$ cat src/rtl/dmem_bus_bridge.sv
// Data-side load/store bridge: turns the core's combinational memory access into a
// req/ack bus transaction and stalls the core. Optional bus timeout under DMEM_TIMEOUT_EN.
module dmem_bus_bridge #(
    parameter int unsigned N              = 32,
    parameter int unsigned TIMEOUT_CYCLES = 16
) (
    input  logic         clk,
    input  logic         reset,
    input  logic [N-1:0] address,
    input  logic [N-1:0] wr_data,
    input  logic         mem_read,
    input  logic         mem_write,
    input  logic [2:0]   fn3,
    output logic [N-1:0] rd_data,
    output logic         stall,
    output logic         access_err,
    output logic         bus_err,
    output logic         bus_req,
    output logic         bus_we,
    output logic [N-1:0] bus_addr,
    output logic [3:0]   bus_be,
    output logic [N-1:0] bus_wdata,
    input  logic         bus_ack,
    input  logic [N-1:0] bus_rdata
);

    typedef enum logic [1:0] {
        IDLE = 2'd0,
        REQ  = 2'd1,
        DONE = 2'd2
    } state_t;

    state_t      state;
    logic [2:0]  fn3_q;
    logic [1:0]  off_q;

    logic        acc;
    logic        is_store;
    logic        fn3_ok;
    logic        align_ok;
    logic        bad;
    logic [3:0]  be_c;
    logic [N-1:0] wdata_c;

`ifdef DMEM_TIMEOUT_EN
    localparam int unsigned CNT_W = $clog2(TIMEOUT_CYCLES + 1);
    logic [CNT_W-1:0] to_cnt;
`else
    logic unused_cfg;
    assign unused_cfg = (TIMEOUT_CYCLES != 0);
    assign bus_err    = 1'b0;
`endif

    // Access decode: legality, alignment, lane enables and replicated store data
    always_comb begin
        acc      = mem_read | mem_write;
        is_store = mem_write & ~mem_read;
        fn3_ok   = 1'b0;
        align_ok = 1'b1;
        be_c     = 4'b1111;
        wdata_c  = wr_data;

        case (fn3)
            3'b000, 3'b001, 3'b010: fn3_ok = 1'b1;
            3'b100, 3'b101:         fn3_ok = ~is_store;
            default:                fn3_ok = 1'b0;
        endcase

        case (fn3[1:0])
            2'b00: begin
                be_c    = 4'b0001 << address[1:0];
                wdata_c = {4{wr_data[7:0]}};
            end
            2'b01: begin
                align_ok = ~address[0];
                be_c     = address[1] ? 4'b1100 : 4'b0011;
                wdata_c  = {2{wr_data[15:0]}};
            end
            2'b10: begin
                align_ok = (address[1:0] == 2'b00);
            end
            default: begin
                align_ok = 1'b1;
            end
        endcase

        bad = acc & (~fn3_ok | ~align_ok);
    end

    // Core is held during the request cycle and every REQ cycle; released in DONE
    assign stall = (state == REQ) | ((state == IDLE) & acc & ~bad);

    // Pick the addressed byte/half from the returned word and extend it
    function automatic logic [N-1:0] load_ext(input logic [2:0] f,
                                              input logic [1:0] off,
                                              input logic [N-1:0] data);
        logic [N-1:0] sh;
        sh = data >> {off, 3'b000};
        case (f)
            3'b000:  load_ext = {{(N-8){sh[7]}}, sh[7:0]};
            3'b001:  load_ext = {{(N-16){sh[15]}}, sh[15:0]};
            3'b100:  load_ext = {{(N-8){1'b0}}, sh[7:0]};
            3'b101:  load_ext = {{(N-16){1'b0}}, sh[15:0]};
            default: load_ext = sh;
        endcase
    endfunction

    always_ff @(posedge clk) begin
        if (reset) begin
            state      <= IDLE;
            fn3_q      <= 3'b000;
            off_q      <= 2'b00;
            rd_data    <= '0;
            access_err <= 1'b0;
            bus_req    <= 1'b0;
            bus_we     <= 1'b0;
            bus_addr   <= '0;
            bus_be     <= 4'b0000;
            bus_wdata  <= '0;
`ifdef DMEM_TIMEOUT_EN
            bus_err    <= 1'b0;
            to_cnt     <= '0;
`endif
        end else begin
            access_err <= 1'b0;
`ifdef DMEM_TIMEOUT_EN
            bus_err    <= 1'b0;
`endif
            case (state)
                IDLE: begin
                    if (acc && !bad) begin
                        bus_addr  <= {address[N-1:2], 2'b00};
                        bus_we    <= is_store;
                        bus_be    <= be_c;
                        bus_wdata <= wdata_c;
                        fn3_q     <= fn3;
                        off_q     <= address[1:0];
                        bus_req   <= 1'b1;
                        state     <= REQ;
                    end else if (acc) begin
                        access_err <= 1'b1;
                        rd_data    <= '0;
                    end
                end
                REQ: begin
                    if (bus_ack) begin
                        rd_data <= bus_we ? '0 : load_ext(fn3_q, off_q, bus_rdata);
                        bus_req <= 1'b0;
                        state   <= DONE;
`ifdef DMEM_TIMEOUT_EN
                        to_cnt  <= '0;
`endif
                    end
`ifdef DMEM_TIMEOUT_EN
                    else if (to_cnt == CNT_W'(TIMEOUT_CYCLES - 1)) begin
                        rd_data <= '0;
                        bus_err <= 1'b1;
                        bus_req <= 1'b0;
                        to_cnt  <= '0;
                        state   <= DONE;
                    end else begin
                        to_cnt <= to_cnt + CNT_W'(1);
                    end
`endif
                end
                // Core advances here; the still-asserted request is not re-issued
                DONE: state <= IDLE;
                default: state <= IDLE;
            endcase
        end
    end

endmodule
$ cat config.mk
export PLATFORM = sky130hd
export DESIGN_NAME = dmem_bus_bridge
export DESIGN_NICKNAME = d
export VERILOG_FILES = /design/src/rtl/dmem_bus_bridge.sv
export SDC_FILE = /design/constraint.sdc
export NUM_CORES = 1
export LEC_CHECK = 0
export ABC_AREA = 0
export CAP_MARGIN = 20
export CORE_ASPECT_RATIO = 0.5
export CORE_MARGIN = 1.5
export CORE_UTILIZATION = 30
export DETAILED_ROUTE_END_ITERATION = 7
export GPL_ROUTABILITY_DRIVEN = 0
export PLACE_DENSITY = 0.57
export SYNTH_ARGS = -nofsm -noshare
export SYNTH_HDL_FRONTEND = slang
export SYNTH_SLANG_ARGS = --single-unit
$ cat constraint.sdc
create_clock -name clk -period 5.8 [get_ports clk]
set_input_delay 1.45 -clock clk [delete_from_list [all_inputs] [get_ports clk]]
set_output_delay 1.45 -clock clk [all_outputs]
set_load 0.02 [all_outputs]
==> key figures, run 1 <==
Run
  • Maxcap violations: 0

Run status
  • Status: complete, no violations

Finish
  • Fin nets: 838
  • Area Overhead vs Synth: 47.1%
  • Final core occ: 45.7%
  • N_diodes: 0
  • Layout cell share with drive strength beyond 1: 6.93%
  • Final Non-Filler Cells: 963

Critical path
  • WS Path Type: in -> out
  • CP startpoint: fn3[0]
  • CP dominant cell by count: clkdlybuf4s50_1
  • Crit. End Element: primary output
  • Largest fanout on the critical path: 20
  • Crit path DAT: 3.98 ns
  • Worst-path cell chain: clkdlybuf4s50_1 -> inv_1 -> ha_1 -> o21ai_0 -> a21oi_4 -> o211ai_1 -> a21oi_1 -> clkdlybuf4s50_1
  • CP required: 4.35 ns
  • Worst path slowest cell: clkdlybuf4s50_1
  • R2R Path Start: off_q[1]
  • Crit path largest cell delay: 0.65 ns
  • Crit start category: input pin

STA
  • Setup_tns: 0 ns
  • Slew HR: 32.2%
  • Fmax: 184 MHz
  • Final worst slack: between 0.3 and 0.4 ns
  • Setup violations, final: 0
  • Max-slew violation count: 0
  • Post-route minimum period: 5.43 ns
  • RSZ-0062 raised after global routing: no
  • Worst hold slack: about 0.46 ns
  • Period utilisation layout: 93.6%
  • Worst slew pin tran: 1.02 ns
  • Skew final: 0.0101 ns
  • Hold Vio Cnt, Final: 0

Detailed routing
  • Post-route ant nets: 0
  • Vias: 5,321
  • # DRC: 0
  • Iter 0 DRT Violations: 402
  • Drt first pass iters: 5
  • WL/cell: 19.4 um
  • Post-DR vias/cell: roughly 5.5
  • Drt total wl: 18,700 um

Placed design
  • Post-detail-place hpwl: 12,400 um
  • Dpl cells: 945
  • Dpl ws: 0.356 ns
  • IO buf count: 205

Synthesis
  • Flops & latches, synth: 108
  • Primary FF master, synth: dfxtp_1
  • Synthesized area: 5160 um2
  • Netlist cell types: 45
  • Most frequent cells after synthesis: dfxtp_1, a21oi_1, nand4_1, o31ai_1, nand2_1
  • Post-synth EDFFs: 0
  • FFs w/ async S/R, synth: 0%
  • Yosys warning count: 0
  • Top cell type's share of synthesized area: 41.9%
  • Count leader, synth: dfxtp_1
  • Gate Count Post-Synth: approximately 570
  • Top post-synthesis cells by area: dfxtp_1, o31ai_1, a21oi_1
  • Largest area contributor in the netlist: dfxtp_1
  • Avg Inst Size Synth: 9.00 um2
  • Sequential-to-total area share from yosys stat: 41.9%

Hold path
  • Hold Path Class: reg -> reg
  • Hold_sp: rd_data[20]

Clock network
  • CTS Buf Count: 9
  • Hold_buf cts: 0
  • Clock latency on the worst-skew pair: 0.35 ns
  • Max clock buf depth: 2
  • H-tree level count: 3
  • Clock Pin Slew Worst Setup and Hold Paths: 0.07 ns
  • Post-CTS sizing: 0
  • CTS sink count: 108
  • Clock Root Buffer: clkbuf_16
  • Number of buffers added for setup after CTS: 0
  • CTS tree: done

GRT
  • Largest net degree at the start of global routing: 75
  • Initial antenna violation count: 0
  • GRT Overall Usage: 20.2%
  • GRT overflow: 0
  • First-pass GRT wire length: 28,700 um
  • Vias in the first global route: a little over 5,000

Floorplanning
  • Die X: 188 um
  • IO Count: 209
  • Core Area: about 17,000 um2
  • Initial Utilization: 31.1%
  • Die area: 18,000 um2
  • Rows: 33
  • Die span in y: 95.7 um

Power
  • PwrDens: ~250 nW/um2
  • Maximum vdd drop: 0.139 mV
  • P_leak: about 2.6 nW
-- final cells by class --
cell class                 count  area (um2)
sequential                   108        2160
clock inverter                 7        58.8
multi-input combinational    390        2690
clock buffer                   9         225
timing repair buffer         217        2150
fill                        1606        9010
tap                          227         284
inverter                       5        18.8
-- flip-flops by register name, indices dropped and copies added, names as in the netlist --
register and count:
bus_be 4, bus_we 1, fn3_q 3, rd_data 32, bus_addr 30, bus_wdata 32, state 2, access_err 1
bus_req 1, off_q 2
-- layer usage --
metal / global-route usage [%] / share of wire, % / vias to the layer above
met2: 32.2 / 46 / 197
met4: 5.82 / 1.8 / 0
met3: 4.01 / 5.8 / 23
met5: 0 / 0 / -
met1: 27.8 / 46 / 2568
li1: - / - / 2533
-- cells in the final DEF (no fill, tap or decap), types with 5 or more instances in the layout --
cell type | Yosys | final
dfxtp_1 | 108 | 108
o31ai_1 | 43 | 43
clkbuf_16 | 0 | 9
nand2b_1 | 11 | 11
mux2i_1 | 28 | 28
inv_1 | 5 | 5
nand2_1 | 42 | 42
o21ai_0 | 11 | 11
buf_4 | 4 | 10
a211o_1 | 8 | 8
a22oi_1 | 9 | 9
nor2_1 | 15 | 14
mux2_2 | 7 | 7
a22o_1 | 9 | 9
a21oi_1 | 56 | 55
a31oi_1 | 28 | 28
a221o_1 | 8 | 8
o211ai_1 | 9 | 9
nand4_1 | 43 | 43
clkdlybuf4s50_1 | 0 | 204
a311oi_1 | 26 | 26
-- cells by family (layout without fill, tap and decap cells) --
group | Yosys count | in the layout | synth area share [%]
other cells | 1 | 3 | 0.0727
simple gates | 130 | 130 | 13.7
fa+ha+maj | 3 | 3 | 0.728
compound gates | 218 | 218 | 29.5
buf+inv | 77 | 238 | 6.72
flops | 108 | 108 | 41.9
mux | 36 | 36 | 7.40
-- critical path: cells and delay by family --
family | cells | cell delay, ns
AO/OA/AOI/OAI | 4 | 0.79
buffers and inverters | 3 | 1.18
adder cells (fa/ha/maj) | 1 | 0.56
-- per-stage QoR --
step | total power [W] | cell area, um2
6_report | 0.00190 | 7590
5_1_grt | 0.00199 | 7590
4_1_cts | 0.00192 | 7560
3_5_place_dp | 0.00131 | 7280
3_3_place_gp | 0.00131 | 7280
2_1_floorplan | 0.00109 | 5170
-- path summary, 6_finish.rpt --
check                endpoint  slack (ns)  cells past startpoint
setup / recovery        stall        0.37                      8
hold / removal    rd_data[20]        0.46                      1
setup reg to reg  rd_data[15]        3.58                      4
hold reg to reg   rd_data[20]        0.46                      1
-- power by group --
part           internal [W]  total, W  switching (W)
Clock              0.000300  0.000601       0.000302
Combinational      0.000211  0.000487       0.000276
Sequential         0.000783  0.000809      0.0000265
Note: power is estimated with default switching activity, not from simulation.
==> run 2, diff against run 1 <==
--- a/config.mk
+++ b/config.mk
@@ -10,8 +10,10 @@
 export CORE_ASPECT_RATIO = 0.5
 export CORE_MARGIN = 1.5
 export CORE_UTILIZATION = 30
+export CTS_BUF_LIST = sky130_fd_sc_hd__clkbuf_2 sky130_fd_sc_hd__clkbuf_4 sky130_fd_sc_hd__clkbuf_8
 export DETAILED_ROUTE_END_ITERATION = 7
 export GPL_ROUTABILITY_DRIVEN = 0
+export GPL_TIMING_DRIVEN = 0
 export PLACE_DENSITY = 0.57
 export SYNTH_ARGS = -nofsm -noshare
 export SYNTH_HDL_FRONTEND = slang
==> key figures, run 2 (same netlist as run 1, synthesis figures left out) <==
Power
  • Logic pwr share: 28.2% (was 25.7%)
  • Cell Int Power: 0.00121 W (was 0.00129 W)
  • Total chip power: 0.00180 W (was 0.00190 W)
  • P_leak: 2.69 nW (was 2.61 nW)
  • Maximum vdd drop: 0.110 mV (was 0.139 mV)
  • Net load switching power: 0.000599 W (was 0.000604 W)
  • Seq pwr share: 44.8% (was 42.6%)
  • Sw frac: 33.2% (was 31.9%)
  • Clk pwr share: 27.0% (was 31.7%)
  • PwrDens: 234 nW/um2 (was 250 nW/um2)

Clock network
  • Clock Root Buffer: clkbuf_8 (was clkbuf_16)
  • CTS sink count: 108 (unchanged)
  • Max clock buf depth: 2 (unchanged)
  • Clock Pin Slew Worst Setup and Hold Paths: 0.10 ns (was 0.07 ns)
  • H-tree level count: 3 (unchanged)
  • Number of buffers added for setup after CTS: 0 (unchanged)
  • CTS Buf Count: 9 (unchanged)
  • CTS tree: done (unchanged)
  • Clock latency on the worst-skew pair: 0.39 ns (was 0.35 ns)

Floorplanning
  • Die X: 188 um (unchanged)
  • Die span in y: 95.7 um (unchanged)
  • Rows: 33 (unchanged)
  • IO Count: 209 (unchanged)
  • Core Area: 16,600 um2 (unchanged)
  • Die area: 18,000 um2 (unchanged)
  • Initial Utilization: 31.1% (unchanged)

Finish
  • Biggest regs: bus_wdata: 32 flops, rd_data: 32 flops, bus_addr: 30 flops (unchanged)
  • Layout cell share with drive strength beyond 1: 7.67% (was 6.93%)
  • Most frequent cells in the layout: clkdlybuf4s50_1, dfxtp_1, a21oi_1 (unchanged)
  • Design Area, Final: 7700 um2 (was 7590 um2)
  • N_diodes: 0 (unchanged)
  • Final core occ: 46.4% (was 45.7%)
  • Most common cell after layout, fill and taps aside: clkdlybuf4s50_1 (unchanged)
  • Fin nets: 898 (was 838)
  • Area Overhead vs Synth: 49.3% (was 47.1%)

STA
  • Fmax: 190 MHz (was 184 MHz)
  • Hold Vio Cnt, Final: 0 (unchanged)
  • Skew final: 0.0138 ns (was 0.0101 ns)
  • Period utilisation layout: 91.0% (was 93.6%)
  • Setup_tns: 0 ns (unchanged)
  • Post-route minimum period: 5.28 ns (was 5.43 ns)
  • Slew HR: 29.3% (was 32.2%)
  • Max-slew violation count: 0 (unchanged)
  • Worst slew pin tran: 1.05 ns (was 1.02 ns)
  • RSZ-0062 raised after global routing: no (unchanged)
  • Worst hold slack: 0.467 ns (was 0.462 ns)
  • Setup violations, final: 0 (unchanged)

Critical path
  • Largest fanout on the critical path: 10 (was 20)
  • Crit path DAT: 3.83 ns (was 3.98 ns)
  • WS Path Type: in -> out (unchanged)
  • Crit. End Element: primary output (unchanged)
  • CP required: 4.35 ns (about the same)
  • Crit start category: input pin (unchanged)

Detailed routing
  • Post-route ant nets: 0 (unchanged)
  • WL/cell: 19.3 um (was 19.4 um)
  • Drt total wl: 19,700 um (was 18,700 um)
  • # DRC: 0 (unchanged)
  • Iter 0 DRT Violations: 397 (was 402)
  • Vias: 5,588 (was 5,321)
  • Post-DR vias/cell: 5.47 (was 5.53)
  • Drt first pass iters: 7 (was 5)

Placed design
  • IO buf count: 205 (unchanged)
  • Dpl cell area: 7500 um2 (was 7280 um2)
  • Post-detail-place hpwl: 14,600 um (was 12,400 um)

Hold path
  • Hold Path Class: reg -> reg (unchanged)

Run status
  • Status: complete, no violations (unchanged)

GRT
  • Vias in the first global route: 5,321 (was 5,102)
  • Largest net degree at the start of global routing: 19 (was 75)
  • First-pass GRT wire length: 29,700 um (was 28,700 um)
  • GRT Overall Usage: 21.1% (was 20.2%)
  • Initial antenna violation count: 0 (unchanged)
  • GRT overflow: 0 (unchanged)

Run
  • Maxcap violations: 0 (unchanged)
run 2: cell types whose count changed in the layout (fill, tap and decap cells not counted), moves of 2 or more:
cell	before	now
buf_1	0	6
buf_6	0	2
clkbuf_8	0	9
buf_2	2	21
buf_4	10	4
clkbuf_1	0	38
clkbuf_16	9	0
run 2: timing repair:
action / CTS / global route
resized for setup: 0 / 2
hold buffers: 0 / 0
setup endpoints to repair: 0 / 1
hold endpoints to repair: 0 / 0
run 2: worst paths after layout:
kind                    from            end  slack [ns]  depth (start not counted)
setup / recovery      fn3[1]          stall        0.52                         11
hold / removal    rd_data[7]     rd_data[7]        0.47                          2
setup reg to reg    state[0]  bus_wdata[21]        3.68                          5
hold reg to reg   rd_data[7]     rd_data[7]        0.47                          2
run 2: cell type report:
cell class	instances	area [um2]
multi-input combinational	390	2660
clock inverter	6	71.3
fill	1627	8900
tap	227	284
inverter	5	18.8
sequential	108	2160
clock buffer	9	124
timing repair buffer	205	2050
buffer	72	330
run 2: metrics by stage:
stage / instances / setup slack, ns
final: 1022 / 0.523
after global placement: 1007 / 0.125
after CTS: 1022 / 0.0992
after detailed placement: 1007 / 0.105
after global routing: 1022 / 0.371
after floorplan: 575 / 1.43
run 2: power by group through the flow:
stage | sequential (W) | combinational, W | clock, W
floorplan | 0.000868 | 0.000218 | 0
detailed placement | 0.000825 | 0.000503 | 0
global placement | 0.000825 | 0.000500 | 0
finish | 0.000809 | 0.000509 | 0.000487
CTS | 0.000809 | 0.000506 | 0.000501
global route | 0.000814 | 0.000545 | 0.000525
run 2: critical path: stages:
cell	delay, ns
clkdlybuf4s50_1	0.48
inv_1	0.11
ha_1	0.16
buf_2	0.21
nor3_1	0.10
a21oi_1	0.24
clkbuf_4	0.27
buf_2	0.27
o211ai_1	0.12
a21oi_1	0.15
dlymetal6s2s_1	0.26
run 2: metal layers:
layer	share of wire [%]	up-vias	wire length (um)	track usage, %
met5	0	-	0	0
met4	1.6	0	320	6.15
met3	5.9	23	1160	3.97
met2	45	208	8770	33.0
met1	48	2713	9430	29.6
li1	-	2644	-	-
